$ cat src/rtl/gray_counter_param_if.sv
// Control and count bus of the parametrised gray counter.
interface gray_counter_param_if #(
    parameter int unsigned WIDTH = 3
);
    logic             En;
    logic             Up;
    logic             Load;
    logic [WIDTH-1:0] LoadVal;
    logic             Clr;
    logic [WIDTH-1:0] Output;
    logic [WIDTH-1:0] BinOut;
    logic             Overflow;
    logic             Wrap;

    modport master (
        output En, Up, Load, LoadVal, Clr,
        input  Output, BinOut, Overflow, Wrap
    );

    modport slave (
        input  En, Up, Load, LoadVal, Clr,
        output Output, BinOut, Overflow, Wrap
    );
endinterface

$ cat src/rtl/gray_counter_param.sv
// Parametrised up/down gray counter with load, clear, wrap/saturate mode and
// sticky or pulsed overflow. The gray output is registered from the next binary count.
module gray_counter_param #(
    parameter int unsigned WIDTH      = 3,
    parameter bit          SATURATE   = 1'b0,
    parameter bit          STICKY_OVF = 1'b1
) (
    input logic                 Clk,
    input logic                 Reset_n,
    gray_counter_param_if.slave bus
);
    localparam logic [WIDTH-1:0] MAX_VAL = '1;

    logic [WIDTH-1:0] bin_q;
    logic [WIDTH-1:0] bin_nx;
    logic [WIDTH-1:0] gray_q;
    logic             ovf_q;
    logic             ovf_nx;
    logic             wrap_q;
    logic             wrap_nx;

    function automatic logic [WIDTH-1:0] gray2bin(input logic [WIDTH-1:0] g);
        logic [WIDTH-1:0] b;
        b[WIDTH-1] = g[WIDTH-1];
        for (int i = int'(WIDTH) - 2; i >= 0; i--) begin
            b[i] = b[i+1] ^ g[i];
        end
        return b;
    endfunction

    // Next-state: Clr beats Load beats En; boundary steps raise Overflow.
    always_comb begin
        bin_nx  = bin_q;
        ovf_nx  = STICKY_OVF ? ovf_q : 1'b0;
        wrap_nx = 1'b0;
        if (bus.Clr) begin
            bin_nx = '0;
            ovf_nx = 1'b0;
        end else if (bus.Load) begin
            bin_nx = gray2bin(bus.LoadVal);
        end else if (bus.En) begin
            if (bus.Up) begin
                if (bin_q == MAX_VAL) begin
                    ovf_nx = 1'b1;
                    if (!SATURATE) begin
                        bin_nx  = '0;
                        wrap_nx = 1'b1;
                    end
                end else begin
                    bin_nx = bin_q + WIDTH'(1);
                end
            end else begin
                if (bin_q == '0) begin
                    ovf_nx = 1'b1;
                    if (!SATURATE) begin
                        bin_nx  = MAX_VAL;
                        wrap_nx = 1'b1;
                    end
                end else begin
                    bin_nx = bin_q - WIDTH'(1);
                end
            end
        end
    end

    always_ff @(posedge Clk or negedge Reset_n) begin
        if (!Reset_n) begin
            bin_q  <= '0;
            gray_q <= '0;
            ovf_q  <= 1'b0;
            wrap_q <= 1'b0;
        end else begin
            bin_q  <= bin_nx;
            gray_q <= bin_nx ^ (bin_nx >> 1);
            ovf_q  <= ovf_nx;
            wrap_q <= wrap_nx;
        end
    end

    assign bus.Output   = gray_q;
    assign bus.BinOut   = bin_q;
    assign bus.Overflow = ovf_q;
    assign bus.Wrap     = wrap_q;
endmodule

$ cat src/flat_wrapper.sv
// flat-port wrapper written by rule: the top's interface ports become plain ports
module gray_counter_param_flat 
#(
    parameter int unsigned WIDTH      = 3,
    parameter bit          SATURATE   = 1'b0,
    parameter bit          STICKY_OVF = 1'b1
)
  (Clk, Reset_n, bus_En, bus_Up, bus_Load, bus_LoadVal, bus_Clr, bus_Output, bus_BinOut, bus_Overflow, bus_Wrap);
  gray_counter_param_if #(.WIDTH(WIDTH)) bus_i ();
  input logic Clk;
  input logic Reset_n;
  input wire logic [$bits(bus_i.En)-1:0] bus_En;
  input wire logic [$bits(bus_i.Up)-1:0] bus_Up;
  input wire logic [$bits(bus_i.Load)-1:0] bus_Load;
  input wire logic [$bits(bus_i.LoadVal)-1:0] bus_LoadVal;
  input wire logic [$bits(bus_i.Clr)-1:0] bus_Clr;
  output wire logic [$bits(bus_i.Output)-1:0] bus_Output;
  output wire logic [$bits(bus_i.BinOut)-1:0] bus_BinOut;
  output wire logic [$bits(bus_i.Overflow)-1:0] bus_Overflow;
  output wire logic [$bits(bus_i.Wrap)-1:0] bus_Wrap;
  assign bus_i.En = bus_En;
  assign bus_i.Up = bus_Up;
  assign bus_i.Load = bus_Load;
  assign bus_i.LoadVal = bus_LoadVal;
  assign bus_i.Clr = bus_Clr;
  assign bus_Output = bus_i.Output;
  assign bus_BinOut = bus_i.BinOut;
  assign bus_Overflow = bus_i.Overflow;
  assign bus_Wrap = bus_i.Wrap;
  gray_counter_param #(.WIDTH(WIDTH), .SATURATE(SATURATE), .STICKY_OVF(STICKY_OVF)) u_core (.Clk(Clk), .Reset_n(Reset_n), .bus(bus_i));
endmodule
$ cat config.mk
export PLATFORM = sky130hd
export DESIGN_NAME = gray_counter_param_flat
export DESIGN_NICKNAME = d
export VERILOG_FILES = /design/src/rtl/gray_counter_param_if.sv /design/src/rtl/gray_counter_param.sv /design/src/flat_wrapper.sv
export SDC_FILE = /design/constraint.sdc
export NUM_CORES = 1
export LEC_CHECK = 0
export ABC_AREA = 1
export BUFFER_PORTS_ARGS = -buffer_cell sky130_fd_sc_hd__buf_2
export CAP_MARGIN = 20
export CORE_AREA = 4 4 41 43
export CTS_CLUSTER_DIAMETER = 40
export DETAILED_ROUTE_END_ITERATION = 10
export DIE_AREA = 0 0 45 47
export GPL_TIMING_DRIVEN = 0
export PLACE_DENSITY_LB_ADDON = 0.1
export SETUP_SLACK_MARGIN = 0.02
export SYNTH_ARGS = -nofsm -noshare
export SYNTH_HDL_FRONTEND = slang
export SYNTH_SLANG_ARGS = --single-unit
$ cat constraint.sdc
create_clock -name Clk -period 1.8 [get_ports Clk]
set_input_delay 0.27 -clock Clk [delete_from_list [all_inputs] [get_ports Clk]]
set_output_delay 0.27 -clock Clk [all_outputs]
set_load 0.005 [all_outputs]
Word level (Yosys, flattened, before mapping):

Cells that the tools add are included.

* register bits: 8
* latch bits: 0
* memory bits (writable): 0
* bits in read-only memories: 0
* output and inout bits: 8
* word-level logic and storage cells: 34
* memories kept: 0

* add/sub/neg operators: 2
* multipliers: 0
* div/mod/pow operators: 0
* $lt $le $gt $ge: 0
* equality and inequality tests: 3
* shift operators: 0
* muxes and demuxes: 18
* bitwise logic cells: 3
* reduce and logical (&&, ||, !) cells: 4

Operators by type and width (count)
* $mux 3: 6
* $mux 1: 12
* $reduce_and 4->1: 1
* $add 3x1->3 const B: 1
* $eq 3x3->1 const B: 1
* $logic_not 3->1: 1
* $ne 3x1->1 const B: 1
* $reduce_bool 3->1: 1
* $sub 3x1->3 const B: 1
* $xor 3x2->3: 1
* $ne 2x1->1 const B: 1
* $reduce_bool 2->1: 1
* $xor 1x1->1: 2

Longest topological paths before layout:

* depth in word-level cells: 7
* gate-level depth with buffers: 10

Worst setup path before layout:

Ideal clock, no wire load.

* path kind: register to register
* from: register u_core.bin_q[0] (netlist: u_core.bus.BinOut[0])
* to: register u_core.gray_q[0] (netlist: u_core.bus.Output[0])
* library setup time: 0.118 ns
* arrival time: 1.250 ns
* data required time: 1.682 ns
* setup slack: 0.432 ns
* stages on the path, launching flop included: 9
* buffers on the path: 0
* clock period less this slack: 1.368 ns
* path through: dfrtp_1 ha_1 ha_1 o21ai_0 nand3_1 nand2_1 nand3_1 nand2_1 nand2_1

* word-level cells in the longest chain between the ends: 7
* elaborated cells between the ends (all ways): 11
* classes of those cells: add/sub (2); eq/ne (1); mux (6); bitwise (1); reduce/logical (1)

Ends and longest elaborated chain
* start, declared: RTL line gray_counter_param.sv:14 `logic [WIDTH-1:0] bin_q;`
* start signal, assigned: RTL line gray_counter_param.sv:73 `bin_q <= bin_nx;`
* $sub 3x1->3 (tied with other cells): RTL line gray_counter_param.sv:60 `bin_nx = bin_q - WIDTH'(1);`
* $mux 3 (on tied branches): RTL line gray_counter_param.sv:53, gray_counter_param.sv:43
* $mux 3: RTL line gray_counter_param.sv:42 `if (bus.Up) begin`
* $mux 3 *: RTL line gray_counter_param.sv:41 `end else if (bus.En) begin`
* $mux 3 *: RTL line gray_counter_param.sv:39 `end else if (bus.Load) begin`
* $mux 3 *: RTL line gray_counter_param.sv:36 `if (bus.Clr) begin`
* $xor 3x2->3 *: RTL line gray_counter_param.sv:74 `gray_q <= bin_nx ^ (bin_nx >> 1);`
* end signal, assigned: RTL line gray_counter_param.sv:74
* end, declared: RTL line gray_counter_param.sv:16 `logic [WIDTH-1:0] gray_q;`

Mark *: on every way between the ends. The rest lies on a longest branch, timed or not.
A chain may end at the register's enable or synchronous reset.

Final worst setup path:

Same ends and word-level chain as after synthesis.

==> run metrics <==
reported net switching power between 100 and 150 µW; crit path launch type flop; Final nets between 100 and 150; Pre-antenna DRT Iters 3; Finish-stage setup viols 0; Port Buffers 16; Syn Nets 81; Worst Hold Margin around 0.25 ns; library cells used by synthesis 17; Via density 4.52; RSZ-0062 raised after global routing false; CP Capture Type flop; clock tree sinks 7; clk buf depth 2; LEAKAGE 0.383 nW; fill count 150; Clk pin slew, worst setup/hold paths ~0.050 ns; post-synthesis sequential area ratio a little over a third; Std-Cell Rows 13; share of cells above drive strength 1 between 20 and 30%; number of max-slew violations in the final report 0; Worst-Skew Late Latency between 0.2 and 0.3 ns; H-tree level count 1; P&R area growth vs syn 27.8%; Root Buffer clkbuf_4; top-area cell type share of the netlist area about 36%; R2R Setup Slk ~0.33 ns; most common cell after layout, fill and taps aside nand2_1; setup_tns 0 ns; Critical Path Fanout Max 6; initial antenna violation count 0; Required @ worst endpoint 1.93 ns; # IOs 17; Fmax between 600 and 700 MHz; Avg Inst Size Synth between 7 and 8 µm²; crit path time final ~1.5 ns; die width around 45 µm; Placement Setup Slack roughly 0.35 ns; synthesized instance count between 60 and 70; Synth Cell Area roughly 490 µm²; post-route worst setup slack approximately 0.33 ns; Slew @ Worst Pin ~0.21 ns; Yosys warning count 0; drt initial violations 7; top post-synthesis cells by area dfrtp_1 36%, nand2_1 15%, ha_1 10%; post-route ant nets 0; routability cong. just over 0.7; CTS buffer count 3; largest net degree at the start of global routing 8; Peak VDD IR ~0.64 mV; status complete, no violations; Tcrit/Tclk final about four fifths; maximum capacitance violations 0; Final Hold Viols 0; final core occ 47.7%; global route total overflow 0; cts hold-fix bufs 1; Placed Cells 99; Routed WL per cell ~9 µm; final wirelength 960 µm; Seq cells post-synth 7; vias in the first global route 488; Hold Crit Start bus_Clr; part of the power in registers 41.7%; post-route insts no fill 104; number of diodes 0; DP Area just under 600 µm²; initial core utilization between 30% and 40%; internal power around 310 µW; Worst Path Arrival around 1.6 ns; Setup Skew 0.00514 ns; Comb pwr share 26.0%; post-detail-place hpwl 813 µm; area leader, netlist dfrtp_1; CTS tree done; clock share of power ~32%; GR Util All Layers approximately 12%; overall power about 430 µW; vias after detailed routing 470; Die Area around 0.0021 mm²; Crit Path Class flop to flop; Worst Setup SP u_core.bus.BinOut[0]$_DFF_PN0_; Setup Fix Bufs, Post-CTS 0; post-route design area 621 µm²; most frequent cells in the layout 19 x nand2_1, 16 x buf_2, 11 x inv_1, 8 x nand3_1, 7 x dfrtp_1; CTS resizes 0; Reg area approximately 180 µm²; post-route DRC violation count 0; Power Density between 700 and 800 mW/mm²; Die H 47 µm; max_slew headroom 86.2%; Core Box Area 0.00130 mm²; Worst Hold Class input port to flop; switching share of power between 20 and 30%; first-pass GRT wire length approximately 1900 µm; reg-to-reg startpoint u_core.bus.BinOut[0]$_DFF_PN0_; multi-input logic area 254 µm²
[sequential cells by signal, summed over array words and instances, names as in the netlist]
signal	count
u_core.bus.Wrap	1
u_core.bus.Overflow	1
u_core.bus.BinOut	3
u_core.bus.Output	2
[per-layer routing]
layer / wire length, µm / global-route usage, % / share of wire, %
met3: 58 / 5.75 / 6.0
met5: 0 / 0 / 0
met2: 471 / 20.9 / 49
met4: 0 / 3.51 / 0
met1: 430 / 13.7 / 45
[final timing paths]
path | to | cells after the start
worst min-delay path | u_core.bus.BinOut[1]$_DFF_PN0_ | 2
max in group asynchronous | u_core.bus.Output[1]$_DFF_PN0_ | 2
min in group asynchronous | u_core.bus.Wrap$_DFF_PN0_ | 2
worst max register to register | u_core.bus.Output[0]$_DFF_PN0_ | 8
worst max-delay path | u_core.bus.Output[0]$_DFF_PN0_ | 8
worst min register to register | u_core.bus.Overflow$_DFFE_PN0P_ | 2
[cell families after synthesis]
family | after synthesis | share of synthesized area, %
buffers and inverters | 14 | 11.6
adders and majority gates | 4 | 10.3
and+or+nand+nor | 35 | 33.0
DFF | 7 | 36.1
AOI/OAI and AO/OA | 7 | 7.21
xor gates and xnor gates | 1 | 1.80
[cells in the mapped netlist]
cell type and instances:
or2_1 1, nand2_2 2, nor2_4 1, o21ai_0 1, nand4_1 1, nor3_1 1, xnor2_1 1, a21oi_1 5
ha_1 4, nor2_1 2, inv_1 11, nand3_1 8, dfrtp_1 7, buf_4 1, o21ai_1 1, nand2_1 19
inv_2 2
[critical path: stages (launching register included)]
cell and delay (ns):
dfrtp_1 0.42, ha_1 0.22, ha_1 0.19, o21ai_0 0.14
nand3_1 0.09, nand2_1 0.09, nand3_1 0.09, nand2_1 0.06
nand2_1 0.05
[layout make-up]
| type | instances | area share [%] |
|---|---|---|
| multi-input combinational | 47 | 40.9 |
| sequential | 7 | 28.2 |
| timing repair buffer | 17 | 14.5 |
| inverter | 13 | 7.86 |
| clock buffer | 4 | 4.23 |
| tap | 15 | 3.02 |
| buffer | 1 | 1.21 |
[power groups by stage]
stage	clock network [mW]	registers [mW]	logic, mW
6_report	0.140	0.181	0.113
5_1_grt	0.167	0.183	0.135
3_5_place_dp	0	0.184	0.114
3_3_place_gp	0	0.184	0.112
4_1_cts	0.146	0.182	0.116
2_1_floorplan	0	0.185	0.0686
Note: power is estimated with default switching activity, not from simulation.
